### config.mk
export PLATFORM = sky130hd
export DESIGN_NAME = serial_sub
export DESIGN_NICKNAME = d
export VERILOG_FILES = /design/src/rtl/serial_sub.sv
export SDC_FILE = /design/constraint.sdc
export NUM_CORES = 1
export LEC_CHECK = 0
export ABC_AREA = 1
export CORE_ASPECT_RATIO = 1.2
export CORE_MARGIN = 2
export CORE_UTILIZATION = 30
export DETAILED_ROUTE_END_ITERATION = 10
export PLACE_DENSITY_LB_ADDON = 0.12
export SYNTH_ARGS = -nofsm -noshare
export SYNTH_HDL_FRONTEND = slang
export SYNTH_SLANG_ARGS = --single-unit
### constraint.sdc
create_clock -name clk -period 1.2 [get_ports clk]
set_clock_uncertainty 0.05 [all_clocks]
set_input_delay 0.3 -clock clk [delete_from_list [all_inputs] [get_ports clk]]
set_output_delay 0.3 -clock clk [all_outputs]
set_load 0.05 [all_outputs]
### src/rtl/serial_sub.sv
// serial_sub: bit-serial subtractor, diff = sum_in - a_in (mod 2^WIDTH).
// One bit is processed per clock, LSB first. Operands are captured when a
// start request is accepted in IDLE. done pulses for one cycle once the
// result is complete.
//
// Ports:
//   clk     clock; all state updates on the rising edge
//   rst     asynchronous active-high reset
//   start   request; sampled only in IDLE
//   sum_in  minuend, captured on the accepting edge
//   a_in    subtrahend, captured on the accepting edge
//   busy    high while the FSM is not IDLE
//   done    one-cycle pulse; diff/borrow valid
//   diff    result; during SHIFT it shows partially shifted bits
//   borrow  final borrow, 1 iff sum_in < a_in (unsigned)
module serial_sub #(
  parameter int WIDTH = 8
) (
  input  logic             clk,
  input  logic             rst,
  input  logic             start,
  input  logic [WIDTH-1:0] sum_in,
  input  logic [WIDTH-1:0] a_in,
  output logic             busy,
  output logic             done,
  output logic [WIDTH-1:0] diff,
  output logic             borrow
);

  localparam int CW = $clog2(WIDTH) + 1;

  localparam logic [1:0] IDLE  = 2'd0;
  localparam logic [1:0] SHIFT = 2'd1;
  localparam logic [1:0] DONE  = 2'd2;

  logic [1:0]       state;
  logic [WIDTH-1:0] sreg, areg;
  logic [CW-1:0]    cnt;
  logic             b;

  // Current bit-step of the ripple borrow chain.
  logic d_bit, b_nxt;
  always_comb begin
    d_bit = sreg[0] ^ areg[0] ^ b;
    b_nxt = (~sreg[0] & areg[0]) | (~(sreg[0] ^ areg[0]) & b);
  end

  assign busy = (state != IDLE);
  // DONE lasts exactly one cycle, so the pulse falls out of the state.
  assign done = (state == DONE);

  always_ff @(posedge clk or posedge rst) begin
    if (rst) begin
      state  <= IDLE;
      sreg   <= '0;
      areg   <= '0;
      cnt    <= '0;
      b      <= 1'b0;
      diff   <= '0;
      borrow <= 1'b0;
    end else begin
      case (state)
        IDLE: begin
          if (start) begin
            state <= SHIFT;
            sreg  <= sum_in;
            areg  <= a_in;
            b     <= 1'b0;
            cnt   <= '0;
          end
        end
        SHIFT: begin
          // Result bits enter at the MSB so that after WIDTH steps the
          // first (LSB) bit has walked down to diff[0].
          diff <= {d_bit, diff[WIDTH-1:1]};
          sreg <= sreg >> 1;
          areg <= areg >> 1;
          b    <= b_nxt;
          cnt  <= cnt + 1'b1;
          if (cnt == CW'(WIDTH - 1)) begin
            state  <= DONE;
            borrow <= b_nxt;
          end
        end
        DONE:    state <= IDLE;
        default: state <= IDLE;
      endcase
    end
  end

endmodule
Word level (Yosys, flattened, before mapping)
Cells that the tools add are included.

Flip-flop bits (word level): 32. Input port bits: 19. Logic and storage cells: 37.

$add $sub $neg: 1. Equality and inequality tests: 5. Multiplexer cells: 11. Bitwise logic cells: 7. Reduce and logical (&&, ||, !) cells: 6.

Operators by type and width (count): case mux 8 bit (2 select lines) (2); two-way mux 8 bit (2); case mux 4 bit (2 select lines) (1); AND reduction 2 bit (3); adder 4 x 1 -> 4 bit, second input constant (1); == test 4 x 3 -> 1 bit, second input constant (1); two-way mux 2 bit (2); two-way mux 4 bit (1); != test 2 bit, second input constant (2); case mux 2 bit (2 select lines) (1); nonzero test 2 bit (2); AND 1 bit (2); == test 2 x 1 -> 1 bit, second input constant (1); == test 2 bit, second input constant (1); logical NOT 2 bit (1); inverter 1 bit (2); case mux 1 bit (2 select lines) (1); bitwise XOR 1 bit (2); two-way mux 1 bit (1); bitwise OR 1 bit (1).

Longest topological paths before layout
Gate-level depths: netlist (run 1).

Depth after elaboration: 5. Depth in mapped cells: 6. Depth with buffers taken out: 6.

Least setup slack after synthesis (run 1)
No wires, ideal clock.

Path type: reg2out. Start point: register state[0]. End point: output done. Arrival: 1.083 ns. Slack: -0.233 ns. Cell stages (with the launch flop): 2. Cell sequence: dfrtp_1 -> nor2_1.

Word-level cells in the longest chain between the ends: 1.

RTL lines: from (decl) (RTL line 36) `logic [1:0] state;`; from (signal assigned) (RTL line 54) `state <= IDLE;`; from (signal assigned) (RTL line 65) `state <= SHIFT;`; from (signal assigned) (RTL line 81) `state <= DONE;`; == test 2 bit (RTL line 50) `assign done = (state == DONE);`; to (decl) (RTL line 25) `output logic done,`.

No other way between the ends.

Worst setup path after layout (run 1)
Start point: register state[0]. End point: output busy.

Word-level cells in the longest chain between the ends: 1.

RTL lines: nonzero test 2 bit (RTL line 48) `assign busy = (state != IDLE);`; to (decl) (RTL line 24) `output logic busy,`.

No other way between the ends.

==> run metrics, run 1 <==
post-route minimum period=~1.5 ns; final hold violations=0; fin nets=233; # rows=27; element type at the critical path start=register; failing checks=negative setup slack; initial antenna violation count=0; GRT Overall Usage=0.146; Critical Path AT=1.13 ns; Avg Vias per Cell=4.76; Seq cells post-synth=32; core footprint=0.00459 mm²; Max transition margin=0.880; Syn Area/Cell=8.78 µm²; total power=roughly 6.4 mW; max-cap violations=0; Hold Crit Class=in -> async; Detail Placement HPWL=2290 µm; I/O pins=30; final worst slack=-0.282 ns; RSZ-0062 raised after global routing=yes; actual slew at the worst max-slew pin=roughly 0.18 ns; Final ANT Viol Nets=0; H-tree levels=2; Root Buffer=clkbuf_8; initial core utilization=0.312; CP required=0.85 ns; total gr overflow=0; Hold-fix buffers, CTS=0; maximum clock path buffer count=2; FF-to-FF path depth=7; largest net degree at the start of global routing=33; First DRT Iteration DRCs=slightly below 50; commonest non-fill, non-tap cell in the layout=nand3_1; status=finished with violations; Max rail drop VDD=1.14 mV; DR WL/cell=13.2 µm; Cells after DPL=250; port bufs=29; Synth Cell Area=0.00143 mm²; TritonCTS Buffers=5; final instance area=about 0.0023 mm²; reg2reg start=state[0]; n_diodes=0; Critical path destination=busy; Die Y=79.7 µm; die width=around 67 µm; global-route wire length before repair=between 5000 and 6000 µm; Mapped Cells=163; Placer Congestion=0.818; clock-pin transition on the worst setup and hold timing paths=0.07 ns; CP endpoint kind=output pin; Final Setup Violations=29; die area=0.00534 mm²; clk_lat worst skew=0.28 ns; count of cell types in the netlist=18; leakage power=1.06 nW; sequential element share of the synthesized area=0.559; via count=1289; Crit. Startpoint=state[0]; most frequent cells in the layout=nand3_1, nand2_1, dfrtp_1; layout cell share with drive strength beyond 1=0.263; crit path kind=reg -> out; Yosys Warn Count=0; R2R setup slack=-0.10 ns; First-pass DRT Iterations=4; critical path peak fanout=2; final WL=3570 µm; syn nets=184; Fmax=675 MHz; Final Cycle Share=1.24; Finished Layout Cells=271; vias in the first global route=1284; Sink Count=32; Pwr Density=between 2000 and 3000 mW/mm²; RR Endpoint=borrow; Residual DRC=0; Final Max Slew Viols=0; CTS tree=yes; Area Growth Syn to Fin=60.0%; dpl cell area=0.00193 mm²
==> through the flow <==
step / hold slack [ns] / utilization / setup slack [ns] / TNS, ns
finish: 0.310 / 0.498 / -0.282 / -1.52
detailed placement: 0.439 / 0.420 / -0.210 / -3.53
floorplan: 0.360 / - / -0.0908 / -0.119
global placement: 0.430 / 0.420 / -0.175 / -3.09
CTS: 0.316 / 0.474 / -0.303 / -2.33
global route: 0.317 / 0.498 / -0.352 / -3.11
==> worst min-delay path by stage <==
stage,from,end,slack [ns],cells after the start
finish,rst,diff[0],0.31,3
floorplan,a_in[7],areg[7],0.36,2
global placement,areg[2],areg[1],0.43,2
detailed placement,areg[3],areg[2],0.44,2
global route,rst,diff[2],0.32,3
CTS,rst,areg[0],0.32,3
==> report_power, final <==
| part | internal (mW) | switching, mW |
|---|---|---|
| Sequential | 1.54 | 0.356 |
| Combinational | 1.65 | 1.89 |
| Clock | 0.616 | 0.395 |
| Total | 3.81 | 2.64 |
==> state kept, by name, summed over array words and instances (netlist names) <==
register,cells
areg,8
b,1
borrow,1
cnt,4
diff,8
sreg,8
state,2
==> area by class of cell <==
class                           count  area [µm²]
Clock inverter                      2        35.0
Clock buffer                        6        72.6
Timing Repair Buffer               48         607
Fill cell                         461        2300
Inverter                           10        70.1
Tap cell                           58        72.6
Sequential cell                    32         803
Multi-Input combinational cell    113         607
Timing Repair inverter              2        22.5
==> synth_stat cells, drive strengths merged <==
cell type / count / share of area
nand3: 50 / 0.17
o22ai: 1 / 0.0044
nand4: 1 / 0.0044
nand2: 44 / 0.12
a21oi: 1 / 0.0035
inv: 10 / 0.028
nor2: 5 / 0.015
xnor2: 1 / 0.0061
o21ai: 7 / 0.024
fa: 1 / 0.014
ha: 1 / 0.0087
dfrtp: 32 / 0.56
buf: 9 / 0.037
==> worst max-delay path: stages (launching register included) <==
cell and delay [ns]:
dfrtp_2 0.43, nor2_4 0.16, clkinvlp_4 0.10, buf_6 0.15
==> cells by family (layout without fill, tap and decap cells) <==
group           Yosys count  after routing  synth area share
compound gates            9              9            0.0323
xor+xnor                  1              1           0.00612
fa+ha+maj                 2              2            0.0227
buf+inv                  19             68            0.0647
flops                    32             32             0.559
simple gates            100            101             0.315
==> layer usage <==
layer,up-vias,routed length (µm),GRT usage,part of all wire
li1,637,-,-,-
met1,622,1580,0.181,0.44
met2,23,1790,0.238,0.50
met3,7,129,0.0423,0.036
met4,0,74,0.0551,0.021
met5,-,0,0,0
==> what timing repair did <==
action,4_1_cts,5_1_grt
cloned,1,4
resized for setup,13,14
buffers inserted,9,0
pin swaps,2,5
endpoints found under the setup margin,14,43
Note: power is estimated with default switching activity, not from simulation.
==> inputs of run 2 (changes only) <==
--- a/config.mk
+++ b/config.mk
@@ -10,6 +10,7 @@
 export CORE_MARGIN = 2
 export CORE_UTILIZATION = 30
 export DETAILED_ROUTE_END_ITERATION = 10
+export GPL_ROUTABILITY_DRIVEN = 0
 export PLACE_DENSITY_LB_ADDON = 0.12
 export SYNTH_ARGS = -nofsm -noshare
 export SYNTH_HDL_FRONTEND = slang
==> results of run 2 <==
Same layout as run 1: the final DEF is identical, and so are final timing and power.
